[config.mk]
export PLATFORM = sky130hd
export DESIGN_NAME = fixed_to_int_stream
export DESIGN_NICKNAME = d
export VERILOG_FILES = /design/src/rtl/fixed_int_pkg.sv /design/src/rtl/fixed_to_int_stream_sat_clip.sv /design/src/rtl/fixed_to_int_stream.sv
export SDC_FILE = /design/constraint.sdc
export NUM_CORES = 1
export LEC_CHECK = 0
export CAP_MARGIN = 20
export CORE_AREA = 2 2 72 74
export DETAILED_ROUTE_END_ITERATION = 8
export DIE_AREA = 0 0 74 76
export PLACE_DENSITY = 0.69
export SYNTH_ARGS = -nofsm -noshare
export SYNTH_HDL_FRONTEND = slang
export SYNTH_SLANG_ARGS = --single-unit
export TNS_END_PERCENT = 20
[constraint.sdc]
create_clock -name clk -period 2.8 [get_ports clk]
set_input_delay 0.56 -clock clk [delete_from_list [all_inputs] [get_ports clk]]
set_output_delay 0.56 -clock clk [all_outputs]
set_load 0.05 [all_outputs]
[src/rtl/fixed_int_pkg.sv]
// Shared helpers for fixed-point to integer conversion.
// Width, rounding-constant and output-range functions.
package fixed_int_pkg;

  function automatic int inter_width(int in_width, int in_exp);
    return in_width + ((in_exp > 0) ? in_exp : 0) + 1;
  endfunction

  function automatic longint rnd_const(int in_exp);
    if (in_exp < 0) return longint'(1) << (-in_exp - 1);
    return 0;
  endfunction

  function automatic longint out_max(int w);
    return (longint'(1) << (w - 1)) - 1;
  endfunction

  function automatic longint out_min(int w);
    return -(longint'(1) << (w - 1));
  endfunction

  localparam int     DEF_OUT_WIDTH = 8;
  localparam longint DEF_OUT_MAX   = out_max(DEF_OUT_WIDTH);
  localparam longint DEF_OUT_MIN   = out_min(DEF_OUT_WIDTH);

endpackage

[src/rtl/fixed_to_int_stream_sat_clip.sv]
// Combinational clip of a wide signed value to OUT_W bits.
// sat is high whenever the value had to be clamped.
module sat_clip
  import fixed_int_pkg::*;
#(
  parameter int IN_W  = 26,
  parameter int OUT_W = 8
) (
  input  logic signed [IN_W-1:0]  din,
  output logic signed [OUT_W-1:0] dout,
  output logic                    sat
);

  localparam logic signed [IN_W-1:0] MAX_W =
    IN_W'(out_max(OUT_W));
  localparam logic signed [IN_W-1:0] MIN_W =
    IN_W'(out_min(OUT_W));
  localparam logic signed [OUT_W-1:0] MAX_O =
    OUT_W'(out_max(OUT_W));
  localparam logic signed [OUT_W-1:0] MIN_O =
    OUT_W'(out_min(OUT_W));

  // clamp to the representable output range
  always_comb begin
    dout = din[OUT_W-1:0];
    sat  = 1'b0;
    if (din > MAX_W) begin
      dout = MAX_O;
      sat  = 1'b1;
    end else if (din < MIN_W) begin
      dout = MIN_O;
      sat  = 1'b1;
    end
  end

endmodule

[src/rtl/fixed_to_int_stream.sv]
// Two-stage streaming fixed-point to saturated integer converter.
// S1 rounds/shifts, S2 clips; saturation stats count on S2 load.
module fixed_to_int_stream
  import fixed_int_pkg::*;
#(
  parameter int IN_WIDTH  = 25,
  parameter int IN_EXP    = -16,
  parameter int OUT_WIDTH = 8,
  parameter int CNT_WIDTH = 16
) (
  input  logic                        clk,
  input  logic                        rst,
  input  logic                        clear,
  input  logic signed [IN_WIDTH-1:0]  in_data,
  input  logic                        in_valid,
  output logic                        in_ready,
  output logic signed [OUT_WIDTH-1:0] out_data,
  output logic                        out_valid,
  input  logic                        out_ready,
  output logic                        out_sat,
  output logic                        sat_flag,
  output logic [CNT_WIDTH-1:0]        sat_count
);

  localparam int IW = inter_width(IN_WIDTH, IN_EXP);

  logic signed [IW-1:0]        in_ext;
  logic signed [IW-1:0]        rounded;
  logic signed [OUT_WIDTH-1:0] clip_data;
  logic                        clip_sat;

  logic                        s1_valid_q, s1_valid_d;
  logic signed [IW-1:0]        s1_data_q, s1_data_d;
  logic                        s2_valid_q, s2_valid_d;
  logic signed [OUT_WIDTH-1:0] s2_data_q, s2_data_d;
  logic                        s2_sat_q, s2_sat_d;
  logic                        sat_flag_q, sat_flag_d;
  logic [CNT_WIDTH-1:0]        sat_cnt_q, sat_cnt_d;

  logic s2_load, s1_load, in_fire, sat_evt;

  assign in_ext = IW'(in_data);

  if (IN_EXP < 0) begin : g_round
    localparam int RSH = -IN_EXP;
    localparam logic signed [IW-1:0] RND =
      IW'(rnd_const(IN_EXP));
    logic signed [IW-1:0] sum;
    assign sum     = in_ext + RND;
    assign rounded = sum >>> RSH;
  end else begin : g_shift
    assign rounded = in_ext <<< IN_EXP;
  end

  sat_clip #(
    .IN_W  (IW),
    .OUT_W (OUT_WIDTH)
  ) u_clip (
    .din  (s1_data_q),
    .dout (clip_data),
    .sat  (clip_sat)
  );

  assign s2_load  = !s2_valid_q || out_ready;
  assign s1_load  = !s1_valid_q || s2_load;
  assign in_ready = s1_load && !rst;
  assign in_fire  = in_valid && in_ready;
  assign sat_evt  = s2_load && s1_valid_q && clip_sat;

  // pipeline advance and saturation statistics
  always_comb begin
    s1_valid_d = s1_valid_q;
    s1_data_d  = s1_data_q;
    s2_valid_d = s2_valid_q;
    s2_data_d  = s2_data_q;
    s2_sat_d   = s2_sat_q;
    sat_flag_d = sat_flag_q;
    sat_cnt_d  = sat_cnt_q;
    if (s1_load) s1_valid_d = in_fire;
    if (in_fire) s1_data_d = rounded;
    if (s2_load) s2_valid_d = s1_valid_q;
    if (s2_load && s1_valid_q) begin
      s2_data_d = clip_data;
      s2_sat_d  = clip_sat;
    end
    if (clear) begin
      sat_flag_d = 1'b0;
      sat_cnt_d  = '0;
    end else if (sat_evt) begin
      sat_flag_d = 1'b1;
      if (sat_cnt_q != '1) sat_cnt_d = sat_cnt_q + 1'b1;
    end
  end

  // state registers with synchronous reset
  always_ff @(posedge clk) begin
    if (rst) begin
      s1_valid_q <= 1'b0;
      s1_data_q  <= '0;
      s2_valid_q <= 1'b0;
      s2_data_q  <= '0;
      s2_sat_q   <= 1'b0;
      sat_flag_q <= 1'b0;
      sat_cnt_q  <= '0;
    end else begin
      s1_valid_q <= s1_valid_d;
      s1_data_q  <= s1_data_d;
      s2_valid_q <= s2_valid_d;
      s2_data_q  <= s2_data_d;
      s2_sat_q   <= s2_sat_d;
      sat_flag_q <= sat_flag_d;
      sat_cnt_q  <= sat_cnt_d;
    end
  end

  assign out_valid = s2_valid_q;
  assign out_data  = s2_data_q;
  assign out_sat   = s2_sat_q;
  assign sat_flag  = sat_flag_q;
  assign sat_count = sat_cnt_q;

endmodule
# After elaboration in Yosys (flattened, before gate mapping)
# Index checks and enable logic that the tools add are counted.
dict set report totals {
  regBits 38
  in_bits 30
  output_inout_bits 28
  word_cells 27
}
dict set report op_classes {
  n_addsub 2
  order_cmp 2
  eq_ne 1
  muxes 4
  reduce_logical 11
}
# operator count
set ops {}
lappend ops {{25-bit by 17-bit adder with 26-bit output, second input constant} 1}
lappend ops {{16-bit by 1-bit adder with 16-bit output, second input constant} 1}
lappend ops {{8-bit 2-to-1 mux} 2}
lappend ops {{16-bit != test, second input constant} 1}
lappend ops {{10-bit by 8-bit greater-than comparator with 1-bit output, second input constant} 1}
lappend ops {{10-bit by 8-bit < comparator with 1-bit output, second input constant} 1}
lappend ops {{1-bit logical AND} 4}
lappend ops {{1-bit zero test} 3}
lappend ops {{1-bit logical OR} 2}
lappend ops {{1-bit 2-to-1 mux} 2}
lappend ops {{2-bit AND reduction} 1}
lappend ops {{2-bit OR reduction} 1}

# Depth between registers and ports, before layout
# Gate-level depths: netlist of run 1.
dict set report logic_depth {
  ltp_word 5
  mapped_depth 7
  mapped_depth_nobuf 5
}

# Modules after synthesis
# A second synthesis of run 1 with hierarchy kept.
dict set report unflattened {
  hier_cells 227
  area_unflattened_um2 1963.1
}
# mod instances cells_per_inst area_each_um2 seq_area_each_um2
set modules_own_cells {}
lappend modules_own_cells {fixed_to_int_stream 1 202 1791.7 760.7}
lappend modules_own_cells {sat_clip 1 25 171.4 0.0}

# Worst setup path before layout of run 1
# OpenSTA, ideal clock, no wires.
dict set report synth_timing {
  kind {input to output}
  from {in rst}
  to {out in_ready}
  t_arrival_ns 1.535
  required_time_ns 2.240
  setup_slack_ns 0.705
  stages 2
  n_path_buf 1
  path_cell_list {clkbuf_1 -> a21oi_1}
}
dict set report synth_via {
  elab_chain_len 2
}
# element line_no
set synth_rtl {}
lappend synth_rtl {{from (decl)} fixed_to_int_stream.sv:12} ;# input logic rst,
lappend synth_rtl {{1-bit zero test} fixed_to_int_stream.sv:66} ;# assign in_ready = s1_load && !rst;
lappend synth_rtl {{1-bit logical AND} fixed_to_int_stream.sv:66}
lappend synth_rtl {{to (decl)} fixed_to_int_stream.sv:16} ;# output logic in_ready,
# Every way passes these cells.

# Worst setup path after layout of run 1
# Ends and elaborated chain as after synthesis.

==> results of run 1 <==
cells by family (layout without fill, tap and decap cells):
family,count (synthesis),in the layout,synth area share (%)
xor+xnor,8,8,3.73
simple gates,89,89,27.8
compound gates,62,62,20.1
buf+inv,17,62,4.99
flops,38,38,40.5
mux,3,3,1.60
fa+ha+maj,2,2,1.33
placed cells by master (no fill, tap or decap), types with 2 or more instances in the layout:
cell,instances
clkdlybuf4s50_1,41
dfxtp_1,38
a21oi_1,25
nand2_1,21
nand3_1,15
o21ai_0,15
nor2_1,9
o31ai_1,8
or4_1,8
inv_1,7
nand4_1,6
clkbuf_8,6
nor4_1,5
or3_1,5
nor3_1,5
xnor2_1,5
buf_4,4
xor2_1,3
o21a_1,3
mux2i_1,3
a31o_2,2
and3_1,2
o211ai_1,2
ha_1,2
bufinv_16,2
synthesized netlist by cell type, types with 2 or more instances:
library cell  number  area [µm²]
o21ai_0           15        75.1
buf_2              3        15.0
xnor2_1            5        43.8
or3_1              5        31.3
clkbuf_1           3        11.3
mux2i_1            3        30.0
a21oi_1           25         125
nor2_1             9        33.8
xor2_1             3        26.3
buf_8              2        30.0
o21a_1             3        22.5
o31ai_1            8        60.1
nor3_1             5        25.0
o211ai_1           2        15.0
nand3_1           15        75.1
a31o_2             2        17.5
inv_1              7        26.3
ha_1               2        25.0
nand2_1           21        78.8
nand4_1            6        37.5
or4_1              8        60.1
and3_1             2        12.5
nor4_1             5        31.3
dfxtp_1           38         761
metal layers:
layer  routed length (µm)  share of wire [%]  GRT usage [%]
met1                 1920                 47           19.9
met2                 1880                 46           24.7
met3                  163                4.0           4.37
met4                   86                2.1           7.64
met5                    0                  0              0
flip-flops by register name (all words and copies together) (netlist names):
register    cells
out_data        8
sat_flag        1
s1_valid_q      1
s1_data_q      10
out_valid       1
sat_count      16
out_sat         1
where the power goes:
part	leakage [nW]	switching (mW)	internal (mW)
registers	0.309	0.0138	0.561
clock network	0.0714	0.194	0.380
logic	0.420	0.0918	0.0648
cell type report:
cell class / count / area share, %
multi-input cells: 164 / 40.9
flip-flops and latches: 38 / 30.3
inverters: 8 / 1.20
clock buffers: 6 / 3.29
well taps: 70 / 3.49
repair buffers: 46 / 18.4
clock inverters: 2 / 2.40
worst max-delay path, stage by stage:
cell and delay (ns):
clkdlybuf4s50_1 0.58, a21oi_1 0.34, buf_12 0.18
worst max path at each step:
stage	startpoint	to	slack, ns	cells after the start
2_1_floorplan	rst	in_ready	0.70	2
3_3_place_gp	out_ready	sat_count[9]	0.46	5
3_5_place_dp	out_ready	sat_count[3]	0.44	5
4_1_cts	rst	in_ready	0.56	3
5_1_grt	rst	in_ready	0.52	3
6_report	rst	in_ready	0.57	3
metrics by stage:
| stage | hold WS, ns | instances | setup slack, ns | util (%) | instance area, µm² |
|---|---|---|---|---|---|
| CTS | 0.455 | 334 | 0.559 | 51.0 | 2510 |
| global placement | 0.442 | 326 | 0.464 | 48.1 | 2360 |
| finish | 0.454 | 334 | 0.570 | 51.0 | 2510 |
| floorplan | 0.438 | 219 | 0.705 | - | 1880 |
| global route | 0.482 | 334 | 0.521 | 51.0 | 2510 |
| detailed placement | 0.444 | 326 | 0.436 | 48.1 | 2360 |
==> out/qor.txt, run 1 <==
length of the first detailed-routing pass in iterations: 4
Synth cell types: 46
Routed Antenna Nets: 0
Die W: 74 µm
final period utilization: 79.6%
Max Fclk: 449 MHz
initial antenna violation count: 0
DP Wirelength: 3.01 mm
min-delay src: out_data[0]
Crit path arrival time: 1.67 ns
RSZ-0062 raised after global routing: false
Pwr Total: 1.31 mW
R2R Path End: sat_count[0]
CTS tree: built
die height: 76 µm
Syn Nets: 251
Mapped Cells: 219
routed wire length: 4.04 mm
crit path launch type: input pin
register area: 761 µm²
Most used DFF post-synth: dfxtp_1
post-synthesis cell area: 0.00188 mm²
CTS root buf: clkbuf_8
Global Route Usage Sum: 15.9%
worst hold-check path type: reg -> reg
Tmin final: 2.23 ns
R2R setup slack: 0.89 ns
Clock Latency Late Sink: 0.29 ns
Lkg Pwr: 0.801 nW
syn_area_per_cell: 8.59 µm²
DRC viols: 0
Post-synth EDFFs: 0
CP Class: in -> out
Reg2Reg Launch Point: sat_count[4]
# resized after CTS: 0
clock skew after layout: 0.00470 ns
first-pass GRT wire length: 7.12 mm
core area: 0.00491 mm²
Antenna diodes: 0
Ys Warns: 0
layout cells sized above 1: 9.47%
Starting DRT DRC Count: 118
Synth Register Bits: 38
Setup Fix Bufs, Post-CTS: 0
Area Overhead vs Synth: 33.3%
number of max-cap violations: 0
row count: 26
multi-input logic area: 0.00103 mm²
clock slew at reported path FFs: 0.08 ns
Synth async-reset ratio: 0%
Via density: 5.19
worst-margin pin slew: 0.826 ns
Initial Util: 38.3%
io pins: 58
Layout Nets: 295
GRT Residual Overflow: 0
CTS sink count: 38
Worst VDD drop: 219 µV
largest net degree at the start of global routing: 28
endpoints failing setup: 0
Fillers: 465
power per cell area: 521 mW/mm²
Hold-fix buffers, CTS: 0
Port Buffers: 42
wire per inst: 12.1 µm
hold path depth: 2
status: finished, final reports clean
worst reg-to-reg path cell count: 4
Num CTS Buffers: 5
die area: 0.00562 mm²
routability cong.: 0.771
post-synthesis sequential area ratio: 40.5%
hold worst-path end: out_data[0]
Worst Path Required: 2.24 ns
H-tree Lvls: 2
final number of hold-violating endpoints: 0
vias in the first global route: 1,608
via count: 1,733
Slew Viols, Final: 0
Clock Tree Buf Depth: 2
Slew HR: 44.4%
Setup TNS: 0 ns
Worst Path Max Fanout: 10
Crit. End Element: primary output
Note: power is estimated with default switching activity, not from simulation.
==> inputs of run 2 (changes only) <==
==> constraint.sdc (replaced) <==
create_clock -name clk -period 2.1 [get_ports clk]
set_input_delay 0.42 -clock clk [delete_from_list [all_inputs] [get_ports clk]]
set_output_delay 0.42 -clock clk [all_outputs]
set_load 0.05 [all_outputs]
==> run 2 against run 1 <==
Effect of this change: routed wire length rose by 2.5%; via count is 2.7% higher; die area did not move; first-iteration DRC count increased by 4.2%; register-to-register slack got worse by 0.57 ns; clock-buffer cell count shrank 1; worst setup slack worse by 0.52 ns; combinational power rose by 39%; utilization grew 0.38 points; critical endpoint is now sat_count[8]; largest cell class unchanged; largest power group unchanged.
==> out/qor.txt, run 2 (synthesis gave the netlist of run 1 again) <==
status: finished, final reports clean (unchanged)
Critical-path top delay cell: clkdlybuf4s50_1 (unchanged)
cell family with most CP delay: buffers and inverters (unchanged)
Global Route Usage Sum: 16.3% (was 15.9%)
CTS tree: built (unchanged)
Setup Fix Bufs, Post-CTS: 0 (unchanged)
Worst Path Max Fanout: 6 (was 10)
row count: 26 (unchanged)
io pins: 58 (unchanged)
Antenna diodes: 0 (unchanged)
Num CTS Buffers: 5 (unchanged)
Fin Hold WS: 0.452 ns (was 0.454 ns)
initial antenna violation count: 0 (unchanged)
R2R setup slack: 0.32 ns (was 0.89 ns)
M2 GR Usage: 24.6% (was 24.7%)
clock skew after layout: 0.00626 ns (was 0.00470 ns)
routability cong.: 0.772 (was 0.771)
max FFs per register: 16 (unchanged)
Max Fclk: 489 MHz
worst reg-to-reg path cell count: 4 (unchanged)
Setup TNS: 0 ns (unchanged)
Worst Path Required: 1.68 ns (was 2.24 ns)
die height: 76 µm (unchanged)
GRT busiest layer: met2 (unchanged)
met3 usage: 4.50% (was 4.37%)
number of max-cap violations: 0 (unchanged)
die area: 0.00562 mm² (unchanged)
Slew HR: 56.4% (was 44.4%)
endpoints failing setup: 0 (unchanged)
M1 GR Usage: 22.3% (was 19.9%)
Hold-fix buffers, CTS: 0 (unchanged)
Post-Layout Cell Count: 339 (was 334)
RSZ-0062 raised after global routing: false (unchanged)
worst-margin pin slew: 0.648 ns (was 0.826 ns)
H-tree Lvls: 2 (unchanged)
Crit. End Element: primary output (unchanged)
Starting DRT DRC Count: 123 (was 118)
Initial Util: 38.3% (unchanged)
Layout Nets: 300 (was 295)
worst hold-check path type: reg -> reg (unchanged)
power per cell area: 632 mW/mm² (was 521 mW/mm²)
Lkg Pwr: 0.836 nW (was 0.801 nW)
CP cell instances: clkdlybuf4s50_1 (was clkdlybuf4s50_1 -> a21oi_1 -> buf_12)
final core occ: 51.4% (was 51.0%)
Die W: 74 µm (unchanged)
min-delay src: out_data[4] (was out_data[0])
Buf/Inv on CP: 1 (was 2)
Tmin final: 2.05 ns
Worst VDD drop: 281 µV (was 219 µV)
hold worst-path end: out_data[4] (was out_data[0])
final number of hold-violating endpoints: 0 (unchanged)
most frequent cells in the layout: 40 x clkdlybuf4s50_1, 38 x dfxtp_1, 25 x a21oi_1 (was 41 x clkdlybuf4s50_1, 38 x dfxtp_1, 25 x a21oi_1)
DP Wirelength: 3.09 mm (was 3.01 mm)
via count: 1,780 (was 1,733)
clock slew at reported path FFs: 0.08 ns (about the same)
Clock Latency Late Sink: 0.29 ns (about the same)
hold path depth: 2 (unchanged)
most common cell after layout, fill and taps aside: clkdlybuf4s50_1 (unchanged)
Via density: 5.25 (was 5.19)
Area Overhead vs Synth: 34.3% (was 33.3%)
layout cells sized above 1: 11.2% (was 9.47%)
Post-Place Cells: 331 (was 326)
final period utilization: 97.4%
length of the first detailed-routing pass in iterations: 4 (unchanged)
CTS sink count: 38 (unchanged)
Port Buffers: 42 (unchanged)
CTS root buf: clkbuf_8 (unchanged)
Routed Antenna Nets: 0 (unchanged)
largest net degree at the start of global routing: 28 (unchanged)
Worst path max stage delay: 0.86 ns (was 0.58 ns)
wire per inst: 12.2 µm (was 12.1 µm)
GRT Residual Overflow: 0 (unchanged)
crit path launch type: flip-flop (was input pin)
R2R Path End: sat_count[10] (was sat_count[0])
DRC viols: 0 (unchanged)
CP Class: reg -> out (was in -> out)
Clock Tree Buf Depth: 2 (unchanged)
Fillers: 477 (was 465)
routed wire length: 4.14 mm (was 4.04 mm)
first-pass GRT wire length: 7.30 mm (was 7.12 mm)
Crit path arrival time: 1.63 ns (was 1.67 ns)
core area: 0.00491 mm² (unchanged)
Reg2Reg Launch Point: sat_count[0] (was sat_count[4])
Slew Viols, Final: 0 (unchanged)
vias in the first global route: 1,570 (was 1,608)
run 2: power by group:
group / leakage, nW / switching (mW) / internal, mW / total [mW]
clock: 0.0579 / 0.262 / 0.350 / 0.611
sequential: 0.309 / 0.0187 / 0.748 / 0.766
combinational: 0.469 / 0.124 / 0.0945 / 0.219
total: 0.836 / 0.405 / 1.19 / 1.60
run 2: repair_timing:
| item | CTS | global route |
|---|---|---|
| setup endpoints to repair | 0 | 1 |
| hold endpoints to repair | 0 | 0 |
| gates resized for setup | 0 | 1 |
run 2: final cells by class:
cell class / instances / area [µm²] / share of cell area [%]
Clock inverter: 3 / 40.0 / 1.58
Clock buffer: 5 / 68.8 / 2.72
Multi-Input combinational cell: 164 / 1030 / 40.6
Tap cell: 70 / 87.6 / 3.47
Sequential cell: 38 / 761 / 30.1
Inverter: 8 / 30.0 / 1.19
Timing Repair Buffer: 51 / 513 / 20.3
run 2: metal layers:
layer,wire length (µm),vias to the layer above
met2,1910,41
met5,0,-
met1,2000,818
met3,166,6
li1,-,915
met4,64,0
run 2: worst reg2reg max path, delay by kind of cell, from the launching register on:
family / cells / cell delay (ns)
flip-flops: 1 / 0.41
AND/OR/NAND/NOR: 2 / 0.95
AO/OA/AOI/OAI: 1 / 0.15
adder cells (fa/ha/maj): 1 / 0.21
run 2: how the worst max path moves through the flow:
stage / from / end / slack, ns / cells after the start
final: sat_count[8] / sat_count[8] / 0.05 / 1
after global routing: sat_count[8] / sat_count[8] / 0.005 / 1
after CTS: sat_count[8] / sat_count[8] / 0.05 / 1
after detailed placement: out_ready / sat_count[15] / 0.0009 / 6
after global placement: out_ready / sat_count[7] / 0.02 / 6
after floorplan: out_valid / in_ready / 0.16 / 2
run 2: through the flow:
| step | setup WS, ns | area [µm²] | power (mW) |
|---|---|---|---|
| after detailed placement | 0.000924 | 2410 | 1.00 |
| after global placement | 0.0207 | 2410 | 1.00 |
| final | 0.0548 | 2530 | 1.60 |
| after floorplan | 0.159 | 1880 | 0.914 |
| after CTS | 0.0462 | 2520 | 1.62 |
| after global routing | 0.00499 | 2530 | 1.68 |
